===== config.mk =====
export PLATFORM = sky130hd
export DESIGN_NAME = mem_port_arbiter
export DESIGN_NICKNAME = d
export VERILOG_FILES = /design/src/rtl/mem_port_arbiter.sv
export SDC_FILE = /design/constraint.sdc
export NUM_CORES = 1
export LEC_CHECK = 0
export ABC_AREA = 1
export CAP_MARGIN = 20
export CORE_AREA = 4 4 155 157
export DETAILED_ROUTE_END_ITERATION = 10
export DIE_AREA = 0 0 159 161
export GPL_TIMING_DRIVEN = 1
export PLACE_DENSITY = 0.44
export SYNTH_ARGS = -nofsm -noshare
export SYNTH_HDL_FRONTEND = slang
export SYNTH_SLANG_ARGS = --single-unit

===== constraint.sdc =====
create_clock -name clk -period 1.7 [get_ports clk]
set_clock_uncertainty 0.2 [all_clocks]
set_input_delay 0.17 -clock clk [delete_from_list [all_inputs] [get_ports clk]]
set_output_delay 0.17 -clock clk [all_outputs]
set_load 0.01 [all_outputs]

===== src/rtl/mem_port_arbiter.sv =====
// Data-memory port arbiter: fetch vs LSU, LSU priority with a
// starvation limit and locked read->write pairs.
module mem_port_arbiter #(
  parameter int LSU_BURST_MAX = 4
) (
  input  logic        clk,
  input  logic        reset_n,
  input  logic [63:0] if_address,
  input  logic        if_read,
  output logic        if_done,
  input  logic [63:0] ls_address,
  input  logic [1:0]  ls_datasize,
  input  logic        ls_read,
  input  logic        ls_write,
  input  logic [63:0] ls_writedata,
  input  logic        ls_lock,
  output logic        ls_done,
  output logic [63:0] mem_address,
  output logic [1:0]  mem_datasize,
  output logic        mem_read,
  output logic        mem_write,
  output logic [63:0] mem_writedata,
  input  logic        mem_done,
  input  logic [63:0] mem_readdata,
  output logic        proto_err
);

  localparam int CW = $clog2(LSU_BURST_MAX + 1);
  localparam logic [CW-1:0] CNT_MAX = CW'(LSU_BURST_MAX);

  typedef enum logic [1:0] {
    S_IDLE,
    S_IF,
    S_LSU
  } state_t;

  state_t        state, state_nx;
  logic [CW-1:0] burst_cnt, burst_nx;
  logic          ls_req;
  logic          at_max;
  logic          grant_ls;
  logic          grant_if;
  logic          rd_unused;

  assign ls_req    = ls_read | ls_write;
  assign at_max    = (burst_cnt == CNT_MAX);
  assign grant_ls  = ls_req & ~(if_read & at_max);
  assign grant_if  = if_read & ~grant_ls;
  assign rd_unused = ^mem_readdata;

  always_ff @(posedge clk or negedge reset_n) begin
    if (!reset_n) begin
      state     <= S_IDLE;
      burst_cnt <= '0;
      proto_err <= 1'b0;
    end else begin
      state     <= state_nx;
      burst_cnt <= burst_nx;
      if (state == S_LSU && ls_read && ls_write)
        proto_err <= 1'b1;
    end
  end

  always_comb begin
    state_nx      = state;
    burst_nx      = burst_cnt;
    mem_read      = 1'b0;
    mem_write     = 1'b0;
    mem_address   = '0;
    mem_datasize  = '0;
    mem_writedata = '0;
    if_done       = 1'b0;
    ls_done       = 1'b0;
    unique case (state)
      S_IDLE: begin
        unique case (1'b1)
          grant_ls: state_nx = S_LSU;
          grant_if: state_nx = S_IF;
          default:  state_nx = S_IDLE;
        endcase
      end
      S_IF: begin
        mem_read     = 1'b1;
        mem_datasize = 2'b11;
        mem_address  = if_address;
        if (mem_done) begin
          if_done  = 1'b1;
          burst_nx = '0;
          state_nx = S_IDLE;
        end
      end
      S_LSU: begin
        // Read wins when both are raised; proto_err flags it.
        mem_read      = ls_read;
        mem_write     = ls_write & ~ls_read;
        mem_address   = ls_address;
        mem_datasize  = ls_datasize;
        mem_writedata = ls_writedata;
        if (mem_done) begin
          ls_done = 1'b1;
          if (!if_read)
            burst_nx = '0;
          else if (!at_max)
            burst_nx = burst_cnt + CW'(1);
          state_nx = ls_lock ? S_LSU : S_IDLE;
        end
      end
      default: state_nx = S_IDLE;
    endcase
  end

endmodule


==> results.json, run 1 <==
{
  "run_status": "complete, but fails checks",
  "violations": "setup timing",
  "path_class": "reg2out",
  "cts_root_buffer": "clkbuf_16",
  "worstPathArrival_ps": 1670,
  "wl_per_cell_um": 17.0,
  "slew_headroom": 0.773,
  "syn_area_per_cell_um2": 4.66,
  "std_cell_rows": 55,
  "syn_to_final_growth_pct": 273,
  "wl_met1_um": 7910,
  "core_area_um2": 22500,
  "grt_max_degree": 17,
  "clkTransAtPathRegs_ps": 30,
  "layout_setup_ws_ps": -342,
  "route.detailed.drc": 0,
  "clk_path_buf_depth": 2,
  "cts.sinks": 6,
  "synth.cell_area_um2": 1960,
  "layout_common_cells": "201 x clkdlybuf4s50_1, 106 x nand2_1, 88 x buf_2, 67 x buf_6, 61 x nand2_4",
  "finalHoldViolCount": 0,
  "total_power_w": 0.00963,
  "critPathLaunchType": "flip-flop",
  "ios": 400,
  "critPathSlowestCell": "dfrtp_1",
  "tightest_slew_ps": 339,
  "drt_iter0_drc": 146,
  "worstPathMaxFanout": 7,
  "pre_cts_ws_ps": -526,
  "final_util": 0.324,
  "htree_levels": 1,
  "antenna_found_initial": 0,
  "grt_usage": 0.125,
  "start_util": 0.0870,
  "dr.pass1.iters": 4,
  "numCtsBuffers": 3,
  "cp-startpoint": "state[1]",
  "p_leak_nw": 3.69,
  "worstSkewPairLatency_ps": 230,
  "die_w_um": 159,
  "finish.instance_area_um2": 7300,
  "layout.nets": 1081,
  "routed-via-count": 4013,
  "syn_nets": 690,
  "layout_commonest_cell": "clkdlybuf4s50_1",
  "worst_ep_required_time_ps": 1330,
  "dieArea_um2": 25600,
  "setup_viol": 138,
  "routed_wl_um": 18600,
  "ant_nets": 0,
  "hp-class": "in2async",
  "grt_pass1_wl_um": 25200,
  "grt_pass1_vias": 4037,
  "post_drt_via_cell_ratio": 3.67,
  "powerDensity_nw_per_um2": 1320,
  "hpwl_um": 13000,
  "drv_slew": 0,
  "final_layout_size_suffix_gt1_frac": 0.544,
  "synth_warnings": 0,
  "rsz0062_at_grt": "true",
  "wl_met2_um": 9740,
  "fin_crit_sh": 1.20,
  "diodes": 0,
  "fmax_ghz": 0.490,
  "max_cap_viol_count": 0,
  "syn_inst": 420,
  "globalplace.congestion": 0.829,
  "crit_path_max_incr_delay_ps": 390,
  "path_cells": "buf_6, ha_4, buf_6, buf_12, buf_12, buf_16, nand2_4, a21oi_2, buf_2",
  "die_h_um": 161,
  "post-route-min-period_ps": 2040,
  "vdd_drop_max_uv": 562,
  "seq_area_frac_synth": 0.0767,
  "place_area_um2": 5840,
  "dr_wl_met3_um": 776,
  "portBuffers": 335,
  "cp-end-kind": "output port",
  "timing.rr.start": "state[1]",
  "grt_overflow": 0,
  "fin_hold_ws_ps": 15.4,
  "ys_ff_latch": 6,
  "ys_types": 15,
  "top_layer_used": "met4",
  "cts_tree": "built"
}
-- timing repair --
| action | in CTS | in global routing |
|---|---|---|
| pin swaps | 3 | 58 |
| hold buffers | 0 | 0 |
| gates cloned | 12 | 8 |
| gates resized for setup | 691 | 249 |
| hold endpoints to repair | 0 | 0 |
| setup buffers | 25 | 6 |
| setup endpoints to repair | 136 | 139 |
-- registers in the layout, summed over array words and instances, names as in the netlist --
name,flops
burst_cnt,3
state,2
proto_err,1
-- cells in the mapped netlist --
cell type  count  area, um2
nand2_1      217        815
inv_1         80        300
a21oi_1       67        335
buf_2         12       60.1
buf_4          9       67.6
buf_6          8       90.1
dfrtp_1        6        150
nor2_1         6       22.5
ha_1           5       62.6
nand3_1        3       15.0
o21ai_0        3       15.0
clkbuf_1       1       3.75
nor3_1         1       5.00
o21ai_2        1       8.76
o21bai_1       1       7.51
-- final timing paths --
check	to	slack, ps	cells after the start
max reg2reg	burst_cnt[1]	-70	11
min reg2reg	proto_err	270	1
min in group clk	proto_err	270	1
max in group asynchronous	state[1]	1040	1
min	burst_cnt[0]	20	1
max	mem_address[60]	-340	9
-- report_power, final --
group	switching (W)	internal (W)	total [W]
registers	0.0000288	0.000177	0.000206
logic	0.00434	0.00470	0.00904
clock network	0.0000794	0.000302	0.000381
total	0.00445	0.00518	0.00963
-- area by class of cell --
| class | count | area (um2) |
|---|---|---|
| Tap cell | 285 | 357 |
| Clock buffer | 3 | 75.1 |
| Inverter | 80 | 310 |
| Fill cell | 2421 | 15200 |
| Timing Repair Buffer | 416 | 4260 |
| Sequential cell | 6 | 150 |
| Multi-Input combinational cell | 304 | 2150 |
-- critical path, delay by kind of cell, from the launching register on --
family / cells / cell delay [ps]
compound gates: 1 / 40
fa+ha+maj: 1 / 170
buf+inv: 6 / 780
flops: 1 / 390
simple gates: 1 / 60
-- metrics by stage --
stage                     setup TNS [ps]  std cells
after floorplan                        0        420
after global placement            -52730       1044
after detailed placement          -54880       1044
after CTS                         -33040       1083
after global routing              -44650       1094
final                             -34770       1094
-- routing by layer --
layer	GRT usage	vias up
met5	0	-
met1	0.162	1840
met4	0.0134	0
li1	-	2026
met2	0.227	139
met3	0.0204	8
-- kinds of logic after synthesis --
| family | Yosys count | synth area share |
|---|---|---|
| and+or+nand+nor | 227 | 0.438 |
| buffers and inverters | 110 | 0.266 |
| AOI/OAI and AO/OA | 72 | 0.187 |
| DFF | 6 | 0.0767 |
| adders and majority gates | 5 | 0.0319 |
(Power assumes the default switching activity.)
==> inputs of run 2 (changes only) <==
--- a/config.mk
+++ b/config.mk
@@ -7,11 +7,11 @@
 export LEC_CHECK = 0
 export ABC_AREA = 1
 export CAP_MARGIN = 20
-export CORE_AREA = 4 4 155 157
+export CORE_AREA = 8 8 150 152
 export DETAILED_ROUTE_END_ITERATION = 10
-export DIE_AREA = 0 0 159 161
+export DIE_AREA = 0 0 158 160
 export GPL_TIMING_DRIVEN = 1
-export PLACE_DENSITY = 0.44
+export PLACE_DENSITY = 0.49
 export SYNTH_ARGS = -nofsm -noshare
 export SYNTH_HDL_FRONTEND = slang
 export SYNTH_SLANG_ARGS = --single-unit
==> run 2 against run 1 <==
Net effect:
- worst setup slack worse by 36 ps
- cell area is 2.0% higher
- clock power hardly changed
- highest routed layer unchanged
- the flow still finishes with violations (setup timing)
- core utilization up 4.7 points
- sequential power barely moved
==> results.json, run 2 (synthesis results as in run 1) <==
{
  "dieArea_um2": 25300,
  "worstSkewPairLatency_ps": 230,
  "cts_tree": "built",
  "p_leak_nw": 3.68,
  "path_cells": "inv_2, buf_4, ha_4, inv_8, buf_12, buf_4, a21oi_2, buf_2",
  "numCtsBuffers": 3,
  "setup_viol": 140,
  "slew_headroom": 0.782,
  "antenna_found_initial": 0,
  "cts_root_buffer": "clkbuf_16",
  "routed-via-count": 4047,
  "diodes": 0,
  "critPathLaunchType": "flip-flop",
  "drv_slew": 0,
  "run_status": "complete, but fails checks",
  "layout_setup_ws_ps": -378,
  "final_layout_size_suffix_gt1_frac": 0.539,
  "path_class": "reg2out",
  "core_area_um2": 20000,
  "reg2reg_depth": 11,
  "syn_to_final_growth_pct": 280,
  "hpwl_um": 13300,
  "reg_top3": "burst_cnt: 3 flops, state: 2 flops, proto_err: 1 flops",
  "fin_cells": 1097,
  "pwr-share-seq": 0.019,
  "vdd_drop_max_uv": 706,
  "fin_hold_ws_ps": 7.15,
  "worstPathArrival_ps": 1710,
  "violations": "setup timing",
  "post_drt_via_cell_ratio": 3.69,
  "largest_register_ffs": 3,
  "drt_iter0_drc": 186,
  "globalplace.congestion": 0.794,
  "layout_common_cells": "201 x clkdlybuf4s50_1, 119 x nand2_1, 84 x buf_6, 77 x buf_2, 57 x nand2_4",
  "crit_path_max_incr_delay_ps": 360,
  "grt_max_degree": 19,
  "cp-end-kind": "output port",
  "endpoint": "mem_read",
  "finalHoldViolCount": 0,
  "reg2reg_slack_ps": -120,
  "grt_pass1_wl_um": 25400,
  "cts.sinks": 6,
  "clkPwrFrac": 0.037,
  "cpMostUsedCell": "buf_4",
  "powerDensity_nw_per_um2": 1410,
  "start_util": 0.0977,
  "max_cap_viol_count": 0,
  "grt_overflow": 0,
  "ctsHoldBuffers": 0,
  "std_cell_rows": 52,
  "clkTransAtPathRegs_ps": 30,
  "rsz0062_at_grt": "true",
  "fin_crit_sh": 1.22,
  "critPathSlowestCell": "dfrtp_1",
  "layout.nets": 1099,
  "route.detailed.drc": 0,
  "dr.pass1.iters": 4,
  "layout_commonest_cell": "clkdlybuf4s50_1",
  "worstReg2RegEnd": "burst_cnt[1]",
  "grt_usage": 0.131,
  "cp-startpoint": "state[1]",
  "die_w_um": 158,
  "portBuffers": 335,
  "htree_levels": 1,
  "worst_ep_required_time_ps": 1330,
  "p_sw_w": 0.00473,
  "setup_tns_ps": -32090,
  "internal_power_w": 0.00577,
  "dp_cells": 1024,
  "clk_path_buf_depth": 2,
  "switching_share": 0.451,
  "power_frac_comb": 0.944,
  "fmax_ghz": 0.481,
  "routed_wl_um": 19500,
  "worstPathMaxFanout": 9,
  "tightest_slew_ps": 326,
  "die_h_um": 160,
  "num-fill-cells": 2120,
  "ant_nets": 0,
  "post-route-min-period_ps": 2080,
  "hp-class": "in2async",
  "top_register": "burst_cnt",
  "grt_pass1_vias": 3971,
  "wl_per_cell_um": 17.8,
  "timing.rr.start": "state[1]",
  "total_power_w": 0.0105,
  "ios": 400
}
[run 2: cell count changes in the layout (fill, tap and decap cells not counted), moves of 5 or more]
cell | before | now
buf_2 | 88 | 77
buf_12 | 14 | 19
inv_2 | 45 | 55
buf_4 | 16 | 27
nand2_1 | 106 | 119
inv_1 | 33 | 23
buf_6 | 67 | 84
nand2_2 | 50 | 41
a21oi_2 | 55 | 44
a21oi_1 | 12 | 21
[run 2: how the worst min path moves through the flow]
| stage | from | slack, ps | to |
|---|---|---|---|
| after CTS | reset_n | 30 | burst_cnt[0] |
| after global routing | reset_n | 30 | burst_cnt[2] |
| after floorplan | reset_n | -330 | burst_cnt[0] |
| final | reset_n | 7 | burst_cnt[0] |
| after detailed placement | reset_n | 260 | burst_cnt[0] |
| after global placement | reset_n | 260 | burst_cnt[0] |
[run 2: metal layers]
| metal | wire length (um) | up-vias | global-route usage |
|---|---|---|---|
| li1 | - | 2066 | - |
| met1 | 7360 | 1822 | 0.146 |
| met2 | 10600 | 149 | 0.260 |
| met3 | 1340 | 10 | 0.0219 |
| met4 | 165 | 0 | 0.0116 |
| met5 | 0 | - | 0 |
[run 2: cell type report]
cell class                      instances  area [um2]  share of cell area
Sequential cell                         6         150              0.0202
Clock buffer                            3        75.1              0.0101
Multi-Input combinational cell        304        2080               0.279
Timing Repair Buffer                  434        4490               0.603
Tap cell                              270         338              0.0454
Inverter                               80         315              0.0423
[run 2: worst max-delay path, delay by kind of cell (launching register included)]
| kind | cells | cell delay [ps] |
|---|---|---|
| DFF | 1 | 360 |
| buffers and inverters | 6 | 710 |
| adders and majority gates | 1 | 290 |
| AOI/OAI and AO/OA | 1 | 100 |
[run 2: power by group through the flow]
| stage | clock network [W] | logic (W) | registers [W] |
|---|---|---|---|
| after floorplan | 0 | 0.00252 | 0.000199 |
| after global placement | 0 | 0.00618 | 0.000201 |
| after detailed placement | 0 | 0.00617 | 0.000201 |
| after CTS | 0.000388 | 0.00791 | 0.000202 |
| after global routing | 0.000397 | 0.0105 | 0.000211 |
| final | 0.000384 | 0.00991 | 0.000204 |
[run 2: per-stage QoR]
step            util  instance area (um2)  setup slack [ps]
6_report       0.372                 7450              -378
3_5_place_dp   0.289                 5790              -583
3_3_place_gp   0.289                 5790              -560
4_1_cts        0.322                 6450              -397
2_1_floorplan      -                 1960              85.9
5_1_grt        0.372                 7450              -459
[run 2: what timing repair did]
item | in CTS | in global routing
hold endpoints to repair | 0 | 0
gates cloned | 13 | 8
pin swaps | 16 | 21
setup endpoints to repair | 137 | 140
buffers inserted | 35 | 22
resized for setup | 676 | 271
